<file path="src/rtl/ring_scan_stream.sv">
// ring_scan_stream: pops scan_len ring entries and streams them as {index,data} words with backpressure.
// Optional max-data tracker (peak_*_o) is built when RING_SCAN_PEAK_EN is defined.
module ring_scan_stream #(
  parameter int DATA_W = 14,
  parameter int IDX_W  = 7,
  parameter int LEN_W  = 8
) (
  input  logic                    clk,
  input  logic                    rst,
  input  logic                    start_i,
  input  logic [LEN_W-1:0]        scan_len_i,
  input  logic [DATA_W-1:0]       ring_dout_i,
  input  logic [IDX_W-1:0]        ring_index_i,
  input  logic                    ring_ready_i,
  output logic                    ring_rd_en_o,
  output logic [IDX_W+DATA_W-1:0] m_tdata_o,
  output logic                    m_tvalid_o,
  input  logic                    m_tready_i,
  output logic                    m_tlast_o,
  output logic                    busy_o,
  output logic                    done_o
`ifdef RING_SCAN_PEAK_EN
  ,
  output logic [DATA_W-1:0]       peak_data_o,
  output logic [IDX_W-1:0]        peak_index_o,
  output logic                    peak_valid_o
`endif
);
  typedef enum logic [1:0] {IDLE, FETCH, OUT, DONE} state_t;
  state_t                    state_q;
  logic [LEN_W-1:0]          cnt_q, len_q;
  logic [IDX_W+DATA_W-1:0]   tdata_q;
  logic                      tvalid_q, tlast_q, busy_q, done_q;
  assign ring_rd_en_o = (state_q == FETCH) && ring_ready_i;
  assign m_tdata_o    = tdata_q;
  assign m_tvalid_o   = tvalid_q;
  assign m_tlast_o    = tlast_q;
  assign busy_o       = busy_q;
  assign done_o       = done_q;
  always_ff @(posedge clk) begin
    if (rst) begin
      state_q  <= IDLE;
      cnt_q    <= '0;
      len_q    <= '0;
      tdata_q  <= '0;
      tvalid_q <= 1'b0;
      tlast_q  <= 1'b0;
      busy_q   <= 1'b0;
      done_q   <= 1'b0;
    end else begin
      done_q <= 1'b0;
      case (state_q)
        IDLE: if (start_i) begin
          len_q   <= scan_len_i;
          cnt_q   <= '0;
          busy_q  <= 1'b1;
          done_q  <= scan_len_i == '0;
          state_q <= scan_len_i == '0 ? DONE : FETCH;
        end
        FETCH: if (ring_ready_i) begin
          tdata_q  <= {ring_index_i, ring_dout_i};
          tlast_q  <= cnt_q == len_q - 1'b1;
          tvalid_q <= 1'b1;
          state_q  <= OUT;
        end
        OUT: if (m_tready_i) begin
          tvalid_q <= 1'b0;
          cnt_q    <= cnt_q + 1'b1;
          done_q   <= tlast_q;
          state_q  <= tlast_q ? DONE : FETCH;
        end
        DONE: begin
          busy_q  <= 1'b0;
          state_q <= IDLE;
        end
      endcase
    end
  end
`ifdef RING_SCAN_PEAK_EN
  logic [DATA_W-1:0] pk_data_q;
  logic [IDX_W-1:0]  pk_idx_q;
  logic              pk_valid_q;
  assign peak_data_o  = pk_data_q;
  assign peak_index_o = pk_idx_q;
  assign peak_valid_o = pk_valid_q;
  // strict > keeps the earliest word on ties; the first capture always loads
  always_ff @(posedge clk) begin
    if (rst) begin
      pk_data_q  <= '0;
      pk_idx_q   <= '0;
      pk_valid_q <= 1'b0;
    end else begin
      pk_valid_q <= 1'b0;
      if (state_q == IDLE && start_i) begin
        pk_data_q  <= '0;
        pk_idx_q   <= '0;
        pk_valid_q <= scan_len_i == '0;
      end else if (ring_rd_en_o && (cnt_q == '0 || ring_dout_i > pk_data_q)) begin
        pk_data_q <= ring_dout_i;
        pk_idx_q  <= ring_index_i;
      end else if (state_q == OUT && m_tready_i && tlast_q) begin
        pk_valid_q <= 1'b1;
      end
    end
  end
`endif
endmodule

</file>
<file path="config.mk">
export PLATFORM = sky130hd
export DESIGN_NAME = ring_scan_stream
export DESIGN_NICKNAME = d
export VERILOG_FILES = /design/src/rtl/ring_scan_stream.sv
export SDC_FILE = /design/constraint.sdc
export NUM_CORES = 1
export LEC_CHECK = 0
export BUFFER_PORTS_ARGS = -buffer_cell sky130_fd_sc_hd__buf_2
export CAP_MARGIN = 25
export CORE_MARGIN = 1.5
export CORE_UTILIZATION = 35
export CTS_BUF_LIST = sky130_fd_sc_hd__clkbuf_16
export CTS_CLUSTER_SIZE = 14
export DETAILED_ROUTE_END_ITERATION = 10
export PLACE_DENSITY = 0.67
export SYNTH_ARGS = -nofsm -noshare
export SYNTH_HDL_FRONTEND = slang
export SYNTH_SLANG_ARGS = --single-unit
</file>
<file path="constraint.sdc">
create_clock -name clk -period 1.8 [get_ports clk]
set_input_delay 0.09 -clock clk [delete_from_list [all_inputs] [get_ports clk]]
set_output_delay 0.09 -clock clk [all_outputs]
set_load 0.03 [all_outputs]
</file>
# After elaboration in Yosys (flattened, before gate mapping)
# Index checks and enable logic that the tools add are counted.
[op_classes] add_sub_neg=2 mul=0 div=0 magnitude_cmp=0 n_eq_ne=7 shift=0 n_mux=17 bitwise=0 n_reduce_logical=12
[ops] operator="$mux 8" count=2
[ops] operator="$pmux 8 s2" count=1
[ops] operator="$mux 2" count=5
[ops] operator="$reduce_and 3->1" count=3
[ops] operator="$add 8x1->8 const B" count=1
[ops] operator="$eq 8x8->1" count=1
[ops] operator="$logic_not 8->1" count=1
[ops] operator="$pmux 2 s4" count=1
[ops] operator="$sub 8x1->8 const B" count=1
[ops] operator="$ne 2x2->1 const B" count=3
[ops] operator="$pmux 1 s2" count=3
[ops] operator="$reduce_and 2->1" count=3
[ops] operator="$reduce_bool 2->1" count=3
[ops] operator="$mux 1" count=5
[ops] operator="$eq 2x2->1 const B" count=2
[ops] operator="$eq 2x1->1 const B" count=1
[ops] operator="$logic_not 2->1" count=1
[ops] operator="$logic_and 1x1->1" count=1
[word_totals] reg_bits=43 latchBits=0 ramBits=0 mem_bits_ro=0 inputBits=34 out_inout_bits=26 elab_cells=46 memories=0

# Logic depth before layout (Yosys ltp)
# Gate-level depths: netlist of the first run.
[depth] word_depth=4 depth_mapped=7

# Worst setup path after synthesis of the first run
# No wires, ideal clock.
[synth_path] path_type="register to register" startpoint="register len_q[2]" endpoint="register tlast_q (netlist: m_tlast_o)" setup_ns=0.121 arrival_ns=1.295 slack_ns=0.385 path_stages_with_launch=7 n_path_buf=1 period_less_slack_ns=1.415 path_cell_list="dfxtp_1 -> buf_2 -> or3_4 -> o211ai_1 -> o311ai_1 -> a21oi_1 -> o31ai_1"
[synth_between] elab_chain_len=2
[synth_lines] item="from (decl)" line_no="31" source="logic [LEN_W-1:0] cnt_q, len_q;"
[synth_lines] item="from (signal assigned)" line_no="54" source="len_q <= scan_len_i;"
[synth_lines] item="$sub 8x1->8" line_no="62" source="tlast_q <= cnt_q == len_q - 1'b1;"
[synth_lines] item="$eq 8x8->1" line_no="62"
[synth_lines] item="to (signal assigned)" line_no="62"
[synth_lines] item="to (decl)" line_no="33" source="logic tvalid_q, tlast_q, busy_q, done_q;"
# No other way between the ends.
# A chain may end at the register's enable or synchronous reset.

# Worst setup path in the final report of the first run
[layout_path] startpoint="register state_q[1]" endpoint="output ring_rd_en_o"
[layout_between] elab_chain_len=2
[layout_lines] item="from (decl)" line_no="30" source="state_t state_q;"
[layout_lines] item="from (signal assigned)" line_no="58" source="state_q <= scan_len_i == '0 ? DONE : FETCH;"
[layout_lines] item="from (signal assigned)" line_no="70" source="state_q <= tlast_q ? DONE : FETCH;"
[layout_lines] item="$eq 2x1->1" line_no="34" source="assign ring_rd_en_o = (state_q == FETCH) && ring_ready_i;"
[layout_lines] item="$logic_and 1x1->1" line_no="34"
[layout_lines] item="to (decl)" line_no="15" source="output logic ring_rd_en_o,"
# No other way between the ends.

==> impl_metrics.yaml, run 1 <==
clocking:
  cts.htree.levels: 2
  clk_pin_slew_ps: 60
  clock-sinks: 43
  clockBufferDepth: 2
  clkLatencyLatePin_ps: 290
  postCtsSetupRepairBufs: 0
  cts_hold_buffers: 0
  cts-root-buf: "clkbuf_16"
  ctsResizeCount: 0
  tritoncts: "built"
  cts_made_buffers: 5
pwr:
  p_leak_nw: 1.005
  p_per_area_nw_per_um2: 944.7
  ir_drop_mv: 0.5745
critical_path:
  rrSetupSlack_ps: 300
  worstRegToRegCells: 5
  critPathArrivalTime_ps: 1580
  worst_setup_path_start_kind: "flop"
  rr_endpoint: "m_tlast_o"
  path_class: "reg2out"
  worstPathRequired_ps: 1710
  setup.worst_path.end_class: "output pin"
  crit_fanout: 22
  r2r_start: "len_q[2]"
timing:
  skew_ps: 6.571
  tightest_slew_ps: 536.7
  max_freq_mhz: 597.1
  post-route-min-period_ps: 1675
  drv_slew: 0
  rsz0062_at_grt: "no"
  setup_viol: 0
  slew_headroom_pct: 63.89
  setup_tns_ps: 0
  min_period_over_period_pct: 93.03
  hold_violations: 0
synthesis:
  syn_nets: 263
  synth-xor-area-share_pct: 6.529
  netlist_area_sq_um: 1878
  synthDistinctLibCells: 33
  synthSimpleGateAreaFrac_pct: 26.18
  ys_seq_elements: 43
  synth-compound-area-share_pct: 11.19
  syn_area_per_cell_sq_um: 8.273
  synth-async-reset-ratio_pct: 0
  synth_top_family_by_area: "simple AND/OR/NAND/NOR gates"
  yosysSeqAreaShare_pct: 45.84
  synth_mux_area_share_pct: 5.396
  ys_warn_count: 0
  synthAdderAreaFrac_pct: 1.332
  synth_edf_count: 0
  synth_flop_cell: "dfxtp_1"
  synthCells: 227
floorplan:
  die_h_um: 76.25
  fp.coreArea_sq_um: 5140
  rows: 26
  start_util_pct: 36.54
  die_w_um: 76.25
  die_area_sq_um: 5814
  io_pins: 60
final_layout:
  multi_input_area_sq_um: 950.9
  antenna_cells: 0
  drive_gt1_share_pct: 27.27
  register_area_sq_um: 860.8
  final_nets: 321
  area_growth_pct: 27.38
  fillers: 528
  fin_util_pct: 46.54
drt:
  vias: 1699
  post-route-drc-count: 0
  wl_per_cell_um: 11.76
  firstDrtPassIters: 4
  first_iter_violations: 43
  ant_nets: 0
  routed_wl_mm: 4.188
  vias_per_cell: 4.772
worst_hold_path:
  min_from: "ring_dout_i[5]"
  holdPathStages: 3
  hold_path.class: "in2reg"
  hold_end: "m_tdata_o[5]"
global_route:
  grt_pass1_wl_mm: 7.279
  antenna_found_initial: 0
  grt_pass1_vias: 1598
  grt_util_all_layers_pct: 15.44
  grt_max_degree: 25
  grt_remaining_overflow: 0
placement:
  portBuffers: 59
  gp_congestion: 0.8206
  dp_hpwl_mm: 3.011
job:
  maxCapViolCount: 0
outcome:
  status: "complete, no violations"
-- placed cells by master (no fill, tap or decap), types with 3 or more instances in the layout --
cell type  count
nand3b_1       3
nor2_1        23
nor4_1         5
nor3_1         3
dfxtp_1       43
a21oi_1       29
xor2_1         7
nand2b_1       3
and3_1         3
nand4_1        6
xnor2_1        7
nand2_1       48
buf_2         59
clkbuf_16      5
buf_4          3
inv_1          4
mux2i_1        9
-- through the flow --
step / setup WS [ps] / hold WS, ps / total power, W / instances / cell area, sq um
floorplan: 384.7 / 226.0 / 0.001266 / 227 / 1878
global placement: 359.9 / 330.4 / 0.001363 / 348 / 2240
detailed placement: 301.8 / 334.6 / 0.001367 / 348 / 2240
CTS: 77.14 / 26.96 / 0.002281 / 356 / 2389
global route: 12.76 / 45.10 / 0.002359 / 356 / 2392
finish: 125.4 / 34.61 / 0.002260 / 356 / 2392
-- worst max-delay path by stage --
stage                     startpoint           end  slack, ps  cells after the start
final                     state_q[1]  ring_rd_en_o        130                      5
after global placement    state_q[0]        done_o        360                      5
after CTS                 state_q[1]  ring_rd_en_o         80                      5
after floorplan             len_q[2]     m_tlast_o        380                      6
after detailed placement    len_q[0]     m_tlast_o        300                      6
after global routing      state_q[0]  ring_rd_en_o         10                      5
-- logic make-up after synthesis --
kind of cell             count (synthesis)
AO/OA/AOI/OAI                           38
buffers and inverters                   16
flip-flops                              43
XOR/XNOR                                14
multiplexers                            10
AND/OR/NAND/NOR                        104
adder cells (fa/ha/maj)                  2
-- routing by layer --
layer  track usage [%]  routed length, um  up-vias
met4             6.296                 78        0
met5                 0                  0        -
met1             18.95               1977      782
li1                  -                  -      885
met3             3.234                119        6
met2             26.25               2012       26
-- cells in the mapped netlist, types with 4 or more instances --
cell type	count	area (sq um)
a21oi_1	29	145.1
buf_2	5	25.02
clkbuf_1	7	26.28
dfxtp_1	43	860.8
inv_1	4	15.01
mux2i_1	9	90.09
nand2_1	48	180.2
nand4_1	6	37.54
nor2_1	23	86.33
nor4_1	5	31.28
xnor2_1	7	61.31
xor2_1	7	61.31
-- final cells by class --
class | instances | share of cell area [%]
multi-input combinational | 168 | 39.75
sequential | 43 | 35.98
timing repair buffer | 63 | 13.76
clock buffer | 5 | 5.230
tap | 70 | 3.661
clock inverter | 3 | 0.9937
inverter | 4 | 0.6276
-- sequential cells by signal, summed over array words and instances (netlist names) --
signal and flops:
m_tvalid_o 1, m_tlast_o 1, state_q 2, m_tdata_o 21, done_o 1, len_q 8, cnt_q 8, busy_o 1
-- critical path, cell delays in order, from the launching register on --
cell and delay [ps]:
dfxtp_1 320, buf_4 170, or2_1 300, inv_1 90, buf_6 190, buf_2 230
-- report_power, final --
group / internal [W] / switching [W]
sequential: 0.000991 / 0.0000323
combinational: 0.000131 / 0.000194
clock: 0.000519 / 0.000393
total: 0.00164 / 0.000619
(Power assumes the default switching activity.)
==> run 2: changes to the inputs <==
--- a/config.mk
+++ b/config.mk
@@ -6,13 +6,13 @@
 export NUM_CORES = 1
 export LEC_CHECK = 0
 export BUFFER_PORTS_ARGS = -buffer_cell sky130_fd_sc_hd__buf_2
-export CAP_MARGIN = 25
+export CAP_MARGIN = 20
 export CORE_MARGIN = 1.5
-export CORE_UTILIZATION = 35
+export CORE_UTILIZATION = 23
 export CTS_BUF_LIST = sky130_fd_sc_hd__clkbuf_16
 export CTS_CLUSTER_SIZE = 14
 export DETAILED_ROUTE_END_ITERATION = 10
-export PLACE_DENSITY = 0.67
+export PLACE_DENSITY = 0.5
 export SYNTH_ARGS = -nofsm -noshare
 export SYNTH_HDL_FRONTEND = slang
 export SYNTH_SLANG_ARGS = --single-unit
==> run 2 against run 1 <==
Net effect:
- worst hold slack gained 6.7 ps
- wire length grew 8.5%
- clock power shrank 4.3%
- utilization shrank 15 points
- die area grew 50%
- first-iteration DRC count grew 28%
- critical path depth is the same
- global-route usage shrank 4.3 points
- critical path type unchanged
- largest cell class unchanged
==> impl_metrics.yaml, run 2 (synthesis results as in run 1) <==
outcome:
  status: "complete, no violations"
global_route:
  grt_max_degree: 24
  grt_pass1_wl_mm: 7.534
  antenna_found_initial: 0
  grt_util_all_layers_pct: 11.12
  grt_remaining_overflow: 0
  grt_pass1_vias: 1534
critical_path:
  crit_fanout: 22
  worstPathRequired_ps: 1710
  path_class: "reg2out"
  worst_setup_path_start_kind: "flop"
  critPathArrivalTime_ps: 1540
  setup.worst_path.end_class: "output pin"
job:
  maxCapViolCount: 0
floorplan:
  rows: 32
  die_area_sq_um: 8716
  die_h_um: 93.36
  start_util_pct: 24.05
  fp.coreArea_sq_um: 7807
  io_pins: 60
  die_w_um: 93.36
final_layout:
  fillers: 858
  drive_gt1_share_pct: 27.27
  largest_reg_flops: 21
  area_growth_pct: 29.31
  final_nets: 321
  fin_util_pct: 31.11
  mostFrequentLayoutCells: "58 x buf_2, 48 x nand2_1, 42 x dfxtp_1, 29 x a21oi_1, 23 x nor2_1"
  antenna_cells: 0
  final_common_cell: "buf_2"
timing:
  fin_hold_ws_ps: 41.35
  final.setup.worst_slack_ps: 171.0
  skew_ps: 4.483
  slew_headroom_pct: 65.55
  post-route-min-period_ps: 1629
  min_period_over_period_pct: 90.50
  setup_tns_ps: 0
  drv_slew: 0
  hold_violations: 0
  setup_viol: 0
  max_freq_mhz: 613.9
  tightest_slew_ps: 512.0
  rsz0062_at_grt: "no"
pwr:
  ir_drop_mv: 0.4331
  p_per_area_nw_per_um2: 915.2
  p_leak_nw: 1.009
clocking:
  clkLatencyLatePin_ps: 280
  cts-root-buf: "clkbuf_16"
  tritoncts: "built"
  cts_hold_buffers: 0
  clockBufferDepth: 2
  cts_made_buffers: 5
  clock-sinks: 43
  cts.htree.levels: 2
  clk_pin_slew_ps: 60
placement:
  portBuffers: 59
  gp_congestion: 0.7607
  pre_cts_ws_ps: 297.5
  dp_hpwl_mm: 3.355
drt:
  post-route-drc-count: 0
  firstDrtPassIters: 4
  ant_nets: 0
  wl_per_cell_um: 11.71
  vias: 1720
  vias_per_cell: 4.433
  first_iter_violations: 55
  routed_wl_mm: 4.545
worst_hold_path:
  hold_path.class: "in2reg"
==> run 2: final timing paths <==
check,depth (start not counted),to,slack (ps),start
worst min-delay path,3,m_tdata_o[14],40,ring_index_i[0]
worst max register to register,5,m_tlast_o,320,len_q[2]
worst max-delay path,5,ring_rd_en_o,170,state_q[0]
worst min register to register,2,m_tdata_o[19],450,m_tdata_o[19]
==> run 2: final cells by class <==
type	instances	area, sq um	share of cell area, %
clock buffers	5	125.1	5.152
multi-input cells	168	950.9	39.16
clock inverters	3	16.27	0.6698
well taps	102	127.6	5.255
flip-flops and latches	43	862.1	35.50
repair buffers	63	331.6	13.65
inverters	4	15.01	0.6182
==> run 2: metrics by stage <==
step,cells,total power [W],area [sq um]
detailed placement,380,0.001371,2280
global placement,380,0.001371,2280
CTS,388,0.002256,2421
global route,388,0.002344,2429
finish,388,0.002223,2429
floorplan,227,0.001266,1878
==> run 2: critical path: stages, from the launching register on <==
cell and delay (ps):
dfxtp_2 370, nand2_1 80, or2_1 280, inv_1 90, buf_6 200, clkbuf_4 230
==> run 2: where the power goes <==
group	switching [W]	internal, W
Clock	0.000367	0.000506
Combinational	0.000192	0.000132
Sequential	0.0000346	0.000991
Total	0.000594	0.00163
==> run 2: per-layer routing <==
metal	part of all wire [%]	GRT usage (%)	wire, um
met5	0	0	0
met4	2.2	5.051	102
met3	3.7	2.276	168
met2	45	17.33	2049
met1	49	14.69	2224
==> run 2: repair_timing <==
item,CTS,global route
buffers inserted,0,0
resized for setup,0,3
setup endpoints to repair,0,1
==> run 3: changes to the inputs <==
--- a/config.mk
+++ b/config.mk
@@ -7,7 +7,6 @@
 export LEC_CHECK = 0
 export BUFFER_PORTS_ARGS = -buffer_cell sky130_fd_sc_hd__buf_2
 export CAP_MARGIN = 20
-export CORE_MARGIN = 1.5
 export CORE_UTILIZATION = 23
 export CTS_BUF_LIST = sky130_fd_sc_hd__clkbuf_16
 export CTS_CLUSTER_SIZE = 14
==> run 3 against run 2 <==
Net effect:
- critical path depth stayed put
- cell count did not move
- cell area increased by 1.1%
- clock skew barely moved
- power up 7.2%
- sequential power about the same
- global-route usage up 0.70 points
- die area is 2.1% lower
- maximum frequency is 2.0% lower
- first-iteration DRC count increased by 51%
- non-clock buffer count unchanged
- clock power increased by 18%
==> impl_metrics.yaml, run 3 (synthesis results as in run 1) <==
outcome:
  status: "complete, no violations"
clocking:
  cts_made_buffers: 5
  clock-sinks: 43
  cts.htree.levels: 2
  cts-root-buf: "clkbuf_16"
  clk_pin_slew_ps: 60
  clockBufferDepth: 2
  clkLatencyLatePin_ps: 280
  cts_hold_buffers: 0
  tritoncts: "built"
critical_path:
  path_class: "reg2out"
  worst_setup_path_start_kind: "flop"
  worstRegToRegCells: 5
  cp_slowest_cell: "dfxtp_1"
  setup.worst_path.end_class: "output pin"
  rrSetupSlack_ps: 270
  critPathArrivalTime_ps: 1570
  path_cells: "nand2_1 > or2_4 > inv_1 > buf_6 > buf_2"
  path_buf_inv: 3
  critical_path.max_stage_delay_ps: 400
  crit_fanout: 22
  worstPathRequired_ps: 1710
  cp_num_cells: 5
  critPathTopFamily: "buffers and inverters"
global_route:
  grt_pass1_vias: 1565
  antenna_found_initial: 0
  grt_util_all_layers_pct: 11.82
  grt_max_degree: 40
  grt_pass1_wl_mm: 7.838
  grt_remaining_overflow: 0
pwr:
  ir_drop_mv: 0.4745
  p_seq_share_pct: 43.0
  p_per_area_nw_per_um2: 970.4
  p_leak_nw: 1.025
  p_int_w: 0.001776
  pwr-share-comb_pct: 13.8
  switchingPower_w: 0.0006058
  switching_share_pct: 25.43
  clock_power_share_pct: 43.2
job:
  maxCapViolCount: 0
placement:
  portBuffers: 59
  pre_cts_ws_ps: 278.1
  dp_hpwl_mm: 3.459
  place_area_sq_um: 2280
  gp_congestion: 0.7796
  dp.cells: 380
floorplan:
  die_area_sq_um: 8530
  rows: 32
  die_h_um: 92.36
  io_pins: 60
  die_w_um: 92.36
  start_util_pct: 24.05
  fp.coreArea_sq_um: 7807
drt:
  firstDrtPassIters: 4
  post-route-drc-count: 0
  first_iter_violations: 83
  vias_per_cell: 4.394
  wl_per_cell_um: 12.51
  ant_nets: 0
  routed_wl_mm: 4.854
  vias: 1705
timing:
  tightest_slew_ps: 771.0
  skew_ps: 4.703
  slew_headroom_pct: 48.60
  rsz0062_at_grt: "no"
  max_freq_mhz: 601.5
  drv_slew: 0
  final.setup.worst_slack_ps: 137.5
  setup_tns_ps: 0
  min_period_over_period_pct: 92.36
  setup_viol: 0
  post-route-min-period_ps: 1662
  hold_violations: 0
final_layout:
  final_common_cell: "buf_2"
  fin_area_sq_um: 2455
  largest_reg_flops: 21
  area_growth_pct: 30.71
  mostFrequentLayoutCells: "59 x buf_2, 48 x nand2_1, 43 x dfxtp_1, 29 x a21oi_1, 23 x nor2_1"
  final_nets: 321
  fin_cells: 388
  drive_gt1_share_pct: 27.62
  antenna_cells: 0
worst_hold_path:
  holdPathStages: 3
  hold_path.class: "in2reg"
run 3: metrics by stage:
stage | hold slack (ps) | utilization, % | total power (W)
finish | 36.29 | 31.44 | 0.002382
global route | 43.56 | 31.44 | 0.002489
CTS | 34.87 | 31.36 | 0.002408
detailed placement | 336.7 | 29.20 | 0.001374
global placement | 331.3 | 29.20 | 0.001372
floorplan | 226.0 | - | 0.001266
run 3: tightest hold or removal path: stages:
cell and delay, ps:
buf_2 90, nand2_1 40, a21oi_1 50
run 3: cell type report:
class,count,area [sq um]
Multi-Input combinational cell,168,953.4
Clock inverter,3,43.79
Sequential cell,43,860.8
Clock buffer,5,125.1
Timing Repair Buffer,63,329.1
Fill cell,849,5353
Tap cell,102,127.6
Inverter,4,15.01
run 3: power by group through the flow:
stage,logic (W),clock network (W),registers (W)
4_1_cts,0.000330,0.00105,0.00102
6_report,0.000329,0.00103,0.00102
5_1_grt,0.000364,0.00109,0.00103
3_5_place_dp,0.000328,0,0.00105
3_3_place_gp,0.000326,0,0.00105
2_1_floorplan,0.000185,0,0.00108
run 3: per-layer routing:
layer,up-vias,track usage (%),routed length [um]
li1,883,-,-
met3,5,2.791,234
met2,45,16.42,2139
met4,0,4.297,66
met1,772,17.47,2414
met5,-,0,0
run 3: final timing paths:
path                   startpoint            end
setup / recovery       state_q[0]   ring_rd_en_o
hold / removal    ring_index_i[6]  m_tdata_o[20]
setup reg to reg       state_q[0]         done_o
hold reg to reg      m_tdata_o[2]   m_tdata_o[2]
run 3: what timing repair did:
| item | 4_1_cts | 5_1_grt |
|---|---|---|
| gates resized for setup | 0 | 2 |
| setup endpoints to repair | 0 | 1 |
| buffers inserted | 0 | 0 |
